<file path="config.mk">
export PLATFORM = sky130hd
export DESIGN_NAME = pb_select_ctrl
export DESIGN_NICKNAME = d
export VERILOG_FILES = /design/src/rtl/pb_select_ctrl.sv
export SDC_FILE = /design/constraint.sdc
export NUM_CORES = 1
export LEC_CHECK = 0
export CORE_ASPECT_RATIO = 1.25
export CORE_MARGIN = 2
export CORE_UTILIZATION = 50
export DETAILED_ROUTE_END_ITERATION = 16
export PLACE_DENSITY = 0.7
export SETUP_SLACK_MARGIN = 0.3
export SYNTH_ARGS = -nofsm -noshare
export SYNTH_HDL_FRONTEND = slang
export SYNTH_SLANG_ARGS = --single-unit
</file>
<file path="constraint.sdc">
create_clock -name clk -period 3.9 [get_ports clk]
set_input_delay 0.39 -clock clk [delete_from_list [all_inputs] [get_ports clk]]
set_output_delay 0.39 -clock clk [all_outputs]
set_load 0.01 [all_outputs]
</file>
<file path="src/rtl/pb_select_ctrl.sv">
// Pushbutton front end: synchronise, debounce, edge pulses, and momentary/toggle select.
// All outputs are registered; pulses and sel change on the same edge as pb_level.
module pb_select_ctrl #(
   parameter int DEBOUNCE_CYCLES = 50000,
   parameter int CNT_W           = 16,
   parameter bit PB_ACTIVE_LOW   = 1'b1
) (
   input  logic clk,
   input  logic rst,
   input  logic pb_raw,
   input  logic mode,
   output logic pb_level,
   output logic pb_press,
   output logic pb_release,
   output logic sel
);

   localparam logic [CNT_W-1:0] LP_TERM = CNT_W'(DEBOUNCE_CYCLES - 1);

   logic             w_pb_n;
   logic             r_s1;
   logic             r_s2;
   logic [CNT_W-1:0] r_cnt;
   logic             r_level;
   logic             r_press;
   logic             r_release;
   logic             r_tog;
   logic             r_sel;

   logic [CNT_W-1:0] w_cnt_next;
   logic             w_level_next;
   logic             w_press_next;
   logic             w_release_next;
   logic             w_tog_next;
   logic             w_sel_next;

   assign w_pb_n = PB_ACTIVE_LOW ? ~pb_raw : pb_raw;

   // Any sample agreeing with the accepted level restarts the count, so glitches never accumulate.
   always_comb begin
      w_cnt_next   = r_cnt;
      w_level_next = r_level;
      if (r_s2 == r_level) begin
         w_cnt_next = '0;
      end else if (r_cnt == LP_TERM) begin
         w_level_next = r_s2;
         w_cnt_next   = '0;
      end else begin
         w_cnt_next = r_cnt + CNT_W'(1);
      end
   end

   assign w_press_next   = w_level_next & ~r_level;
   assign w_release_next = ~w_level_next & r_level;
   assign w_tog_next     = r_tog ^ w_press_next;
   assign w_sel_next     = mode ? w_tog_next : w_level_next;

   always_ff @(posedge clk) begin
      if (rst) begin
         r_s1      <= 1'b0;
         r_s2      <= 1'b0;
         r_cnt     <= '0;
         r_level   <= 1'b0;
         r_press   <= 1'b0;
         r_release <= 1'b0;
         r_tog     <= 1'b0;
         r_sel     <= 1'b0;
      end else begin
         r_s1      <= w_pb_n;
         r_s2      <= r_s1;
         r_cnt     <= w_cnt_next;
         r_level   <= w_level_next;
         r_press   <= w_press_next;
         r_release <= w_release_next;
         r_tog     <= w_tog_next;
         r_sel     <= w_sel_next;
      end
   end

   assign pb_level   = r_level;
   assign pb_press   = r_press;
   assign pb_release = r_release;
   assign sel        = r_sel;

endmodule
</file>
==> flow_summary.toml, run 1 <==
[grt]
antenna_found_initial = 0
grt_pass1_wl_mm = 2.50
grt_pass1_vias = 619
overflow = 0
grt_max_degree = 16
grtUsageTotal_pct = 13.9

[cells_and_area]
final_nets = 118
drive_above_1_share_pct = 7.14
diodes = 0
syn2layout_area_growth_pct = 7.40
final_area_um2 = 1090

[die]
die_w_um = 44.3
initial_utilization_pct = 52.4
die_h_um = 54.4
rows = 18
ios = 8
core_area_um2 = 1940
die-area_um2 = 2410

[yosys]
synth_edf_count = 0
postSynthAreaPerCell_um2 = 9.57
synth_top_area_cell = "dfxtp_1"
synthCells = 106
ys_seq_area_share_pct = 45.4
synthArstFlopShare_pct = 0
syn_nets = 111
syn_area_um2 = 1010
yosysMostFrequentCell = "dfxtp_1"
synth.area.top_cells = "dfxtp_1 45%, xor2_1 7.8%, nor2_1 5.2%"
synthFlopType = "dfxtp_1"
yosysUniqueCellTypes = 30
ys_ff_latch = 23
ys_warn_count = 0
synth_top_area_share_pct = 45.4
yosys-top-cells-count = "23 x dfxtp_1, 14 x nor2_1, 9 x xor2_1, 6 x nand4_1, 5 x nand3_1"

[worst_setup_path]
critPathMaxFanout = 10
cp-start-kind = "register"
cp_num_buf_inv = 1
cp_cell_sequence = "clkdlybuf4s50_1"
required_ns = 3.51
cp_top_family = "buffers and inverters"
cp-end-kind = "output port"
cp.arrival_ns = 1.41
slowest_stage = "clkdlybuf4s50_1"
reg2reg_slack_ns = 2.14
crit_type = "reg2out"
cpPeakStageDelay_ns = 0.59

[status]
status = "finished clean"

[timing]
setup_viol = 0
post-route-min-period_ns = 1.80
final.setup_skew_ns = 0.00243
fin_crit_sh_pct = 46.3
max_freq_mhz = 554
drv_slew = 0
maxSlewHeadroom_pct = 61.0
tightestPinTransition_ns = 0.585
finalSetupTns_ns = 0
hold_viol = 0
rsz0062_at_grt = "false"

[route]
viasPerCell = 5.61
drc_errors = 0
routed_wirelength_mm = 1.61
drtPass1Iterations = 6
vias = 740
avgRoutedWirePerCell_um = 12.2
ant_nets = 0
drt_iter0_drc = 10

[placed_design]
gp_congestion = 0.806
io_buffer_count = 7
place_area_um2 = 1060
dpl.hpwl_mm = 1.12

[clock_network]
ctsResizeCount = 0
cts_tree = "done"
clk_latency_ns = 0.31
cts_buffer_depth = 2
htree_levels = 1
cts_sinks = 23
cts_buffers = 3
post_cts_buffers = 0
clk_pin_slew_worst_paths_ns = 0.13
postCtsHoldBufs = 0
cts_root_buf = "clkbuf_4"

[power_and_ir_drop]
finalPower_w = 0.000356
pwr_density_cell_nw_per_um2 = 326
ir_drop_mv = 0.227
leakage_nw = 0.359

[run]
maxCapViolCount = 0

[min_path]
hold_class = "reg2reg"
## placed cells by master (no fill, tap or decap), drive strengths merged, types with 4 or more instances in the layout
master | Yosys | routed
dfxtp | 23 | 23
xor2 | 9 | 9
nand4 | 6 | 6
nand3 | 6 | 6
a21oi | 5 | 5
nand2 | 4 | 4
nor2 | 14 | 14
o21ai | 4 | 4
clkdlybuf4s50 | 0 | 7
## flip-flops by register name, summed over array words and instances (netlist names)
signal	flops
r_cnt	16
pb_level	1
pb_press	1
pb_release	1
r_s1	1
r_s2	1
r_tog	1
sel	1
## logic make-up (layout without fill, tap and decap cells)
family,Yosys count,count (layout),share of synthesized area [%]
and+or+nand+nor,52,52,30.9
xor gates and xnor gates,12,12,10.4
adders and majority gates,1,1,1.23
buffers and inverters,6,12,5.05
DFF,23,23,45.4
AOI/OAI and AO/OA,12,12,7.03
## per-layer routing
| layer | global-route usage [%] | part of all wire (%) | vias up |
|---|---|---|---|
| met1 | 18.3 | 49 | 345 |
| met2 | 21.6 | 47 | 8 |
| met3 | 2.97 | 2.1 | 2 |
| li1 | - | - | 385 |
| met5 | 0 | 0 | - |
| met4 | 6.57 | 0.93 | 0 |
## stage by stage
stage | std cells | hold slack (ns) | worst slack, ns | utilization (%)
5_1_grt | 132 | 0.473 | 1.92 | 56.3
4_1_cts | 132 | 0.461 | 2.09 | 56.3
2_1_floorplan | 106 | 0.413 | 2.43 | -
3_3_place_gp | 128 | 0.423 | 2.05 | 54.8
6_report | 132 | 0.454 | 2.10 | 56.3
3_5_place_dp | 128 | 0.439 | 1.99 | 54.8
## power breakdown
group | switching, W | leakage, nW | total [W] | internal (W)
Clock | 0.0000731 | 0.0177 | 0.000111 | 0.0000383
Combinational | 0.00000343 | 0.155 | 0.00000715 | 0.00000372
Sequential | 0.000000770 | 0.186 | 0.000237 | 0.000236
Total | 0.0000773 | 0.359 | 0.000356 | 0.000278
## path summary, 6_finish.rpt
kind                             from                   to  cells after the start
hold / removal    r_cnt[0]$_SDFF_PP0_  r_cnt[0]$_SDFF_PP0_                      1
setup reg to reg  r_cnt[0]$_SDFF_PP0_  r_cnt[4]$_SDFF_PP0_                      5
hold reg to reg   r_cnt[0]$_SDFF_PP0_  r_cnt[0]$_SDFF_PP0_                      1
setup / recovery  pb_level$_SDFF_PP0_             pb_level                      1
## area by class of cell
cell class              instances  area [um^2]
multi-input cells              77          503
inverters                       1         3.75
clock buffers                   3         22.5
repair buffers                  7         70.1
well taps                      20         25.0
clock inverters                 1         5.00
flip-flops and latches         23          460
fillers                       174          847
Power figures use the tool's default switching activity.
==> run 2: changes to the inputs <==
--- a/config.mk
+++ b/config.mk
@@ -7,9 +7,9 @@
 export LEC_CHECK = 0
 export CORE_ASPECT_RATIO = 1.25
 export CORE_MARGIN = 2
-export CORE_UTILIZATION = 50
+export CORE_UTILIZATION = 49
 export DETAILED_ROUTE_END_ITERATION = 16
-export PLACE_DENSITY = 0.7
+export PLACE_DENSITY = 0.72
 export SETUP_SLACK_MARGIN = 0.3
 export SYNTH_ARGS = -nofsm -noshare
 export SYNTH_HDL_FRONTEND = slang
==> constraint.sdc (replaced) <==
create_clock -name clk -period 1.6 [get_ports clk]
set_input_delay 0.16 -clock clk [delete_from_list [all_inputs] [get_ports clk]]
set_output_delay 0.16 -clock clk [all_outputs]
set_load 0.01 [all_outputs]
==> run 2 against run 1 <==
Via count is 19% higher; sequential share of layout area shrank 6.7 points; die area grew 1.9%; cell area grew 27%; routed wire length is 43% higher; worst setup slack got worse by 2.0 ns; clock power up 140%; critical path type is now reg2reg; largest power group unchanged; highest routed layer unchanged.
==> flow_summary.toml, run 2 (synthesis gave the netlist of run 1 again) <==
[timing]
final.setup_skew_ns = 0.00289
holdWs_ns = 0.382
finalSetupTns_ns = 0
max_freq_mhz = 680
rsz0062_at_grt = "true"
layout_setup_ws_ns = 0.129
hold_viol = 0
maxSlewHeadroom_pct = 82.9
post-route-min-period_ns = 1.47
tightestPinTransition_ns = 0.255
fin_crit_sh_pct = 92.0
setup_viol = 0
drv_slew = 0

[placed_design]
dp_slack_ns = 0.137
gp_congestion = 0.731
io_buffer_count = 7
dpl.hpwl_mm = 1.45
place_area_um2 = 1150

[clock_network]
cts_tree = "done"
postCtsHoldBufs = 0
cts_buffers = 3
cts_root_buf = "clkbuf_4"
clk_pin_slew_worst_paths_ns = 0.12
cts_buffer_depth = 2
clk_latency_ns = 0.31
htree_levels = 1
cts_sinks = 23

[die]
die_h_um = 54.9
rows = 18
ios = 8
initial_utilization_pct = 51.8
core_area_um2 = 1960
die-area_um2 = 2450
die_w_um = 44.7

[power_and_ir_drop]
pwr_density_cell_nw_per_um2 = 624
leakage_nw = 0.489
ir_drop_mv = 0.612

[worst_setup_path]
crit_type = "reg2reg"
reg2reg_slack_ns = 0.13
cp-start-kind = "register"
required_ns = 1.80
cp.arrival_ns = 1.67
worstRegToRegCells = 5
critPathMaxFanout = 3
cp-end-kind = "register"

[status]
status = "finished clean"

[grt]
grtUsageTotal_pct = 20.5
antenna_found_initial = 0
overflow = 0
grt_pass1_wl_mm = 3.55
grt_pass1_vias = 783
grt_max_degree = 13

[min_path]
hold_class = "in2reg"
whs_path_depth = 2

[route]
drc_errors = 0
routed_wirelength_mm = 2.30
avgRoutedWirePerCell_um = 15.2
vias = 880
drtPass1Iterations = 4
drt_iter0_drc = 13
viasPerCell = 5.83
ant_nets = 0

[cells_and_area]
final_nets = 137
final_area_um2 = 1390
syn2layout_area_growth_pct = 36.5
regMostFlops = "r_cnt"
final_common_cell = "buf_4"
layout_common_cells = "16 x buf_4, 10 x dfxtp_1, 9 x xor2_1"
diodes = 0
drive_above_1_share_pct = 45.8
largest_reg_flops = 16

[run]
maxCapViolCount = 0
run 2: cell count changes in the layout (fill, tap and decap cells not counted), sizes merged:
cell and change:
dlygate4sd2 +4, clkinv -1, clkdlybuf4s50 -4, buf +19, clkbuf +1
run 2: cell type report:
| class | count | area [um^2] |
|---|---|---|
| tap | 20 | 25.0 |
| clock buffer | 4 | 26.3 |
| sequential | 23 | 492 |
| inverter | 1 | 3.75 |
| multi-input combinational | 77 | 619 |
| fill | 135 | 574 |
| timing repair buffer | 26 | 219 |
run 2: report_power, final:
part	switching, W	total [W]	internal (W)
Sequential	0.00000305	0.000569	0.000566
Combinational	0.0000129	0.0000276	0.0000147
Clock	0.000171	0.000269	0.0000975
Total	0.000187	0.000865	0.000678
run 2: final timing paths:
check	end	from
max	sel$_SDFF_PP0_	r_cnt[4]$_SDFF_PP0_
min	r_s1$_SDFF_PP0_	pb_raw
max reg2reg	sel$_SDFF_PP0_	r_cnt[4]$_SDFF_PP0_
min reg2reg	r_s2$_SDFF_PP0_	r_s1$_SDFF_PP0_
run 2: worst max-delay path, cell delays in order (launching register included):
cell and delay, ns:
dfxtp_4 0.38, nor4b_4 0.32, nand4_1 0.21, buf_4 0.20, a32oi_2 0.16, a31oi_1 0.10
run 2: per-layer routing:
metal  share of wire, %  wire (um)  vias to the layer above  GRT usage, %
met5                  0          0                        -             0
met1                 39        899                      432          23.0
met3                2.3         54                        7          1.98
met4                2.7         61                        0          12.6
met2                 56       1280                       17          36.7
li1                   -          -                      424             -
run 2: metrics by stage:
| step | total power [W] | cells | utilization [%] |
|---|---|---|---|
| after CTS | 0.000873 | 148 | 67.3 |
| after global routing | 0.000893 | 151 | 70.7 |
| after global placement | 0.000611 | 134 | 58.5 |
| after floorplan | 0.000598 | 106 | - |
| final | 0.000865 | 151 | 70.7 |
| after detailed placement | 0.000612 | 134 | 58.5 |
run 2: what timing repair did:
action / in CTS / in global routing
buffers inserted: 9 / 3
hold endpoints to repair: 0 / 0
pin swaps: 16 / 2
gates resized for setup: 31 / 13
cloned: 1 / 0
endpoints found under the setup margin: 22 / 20
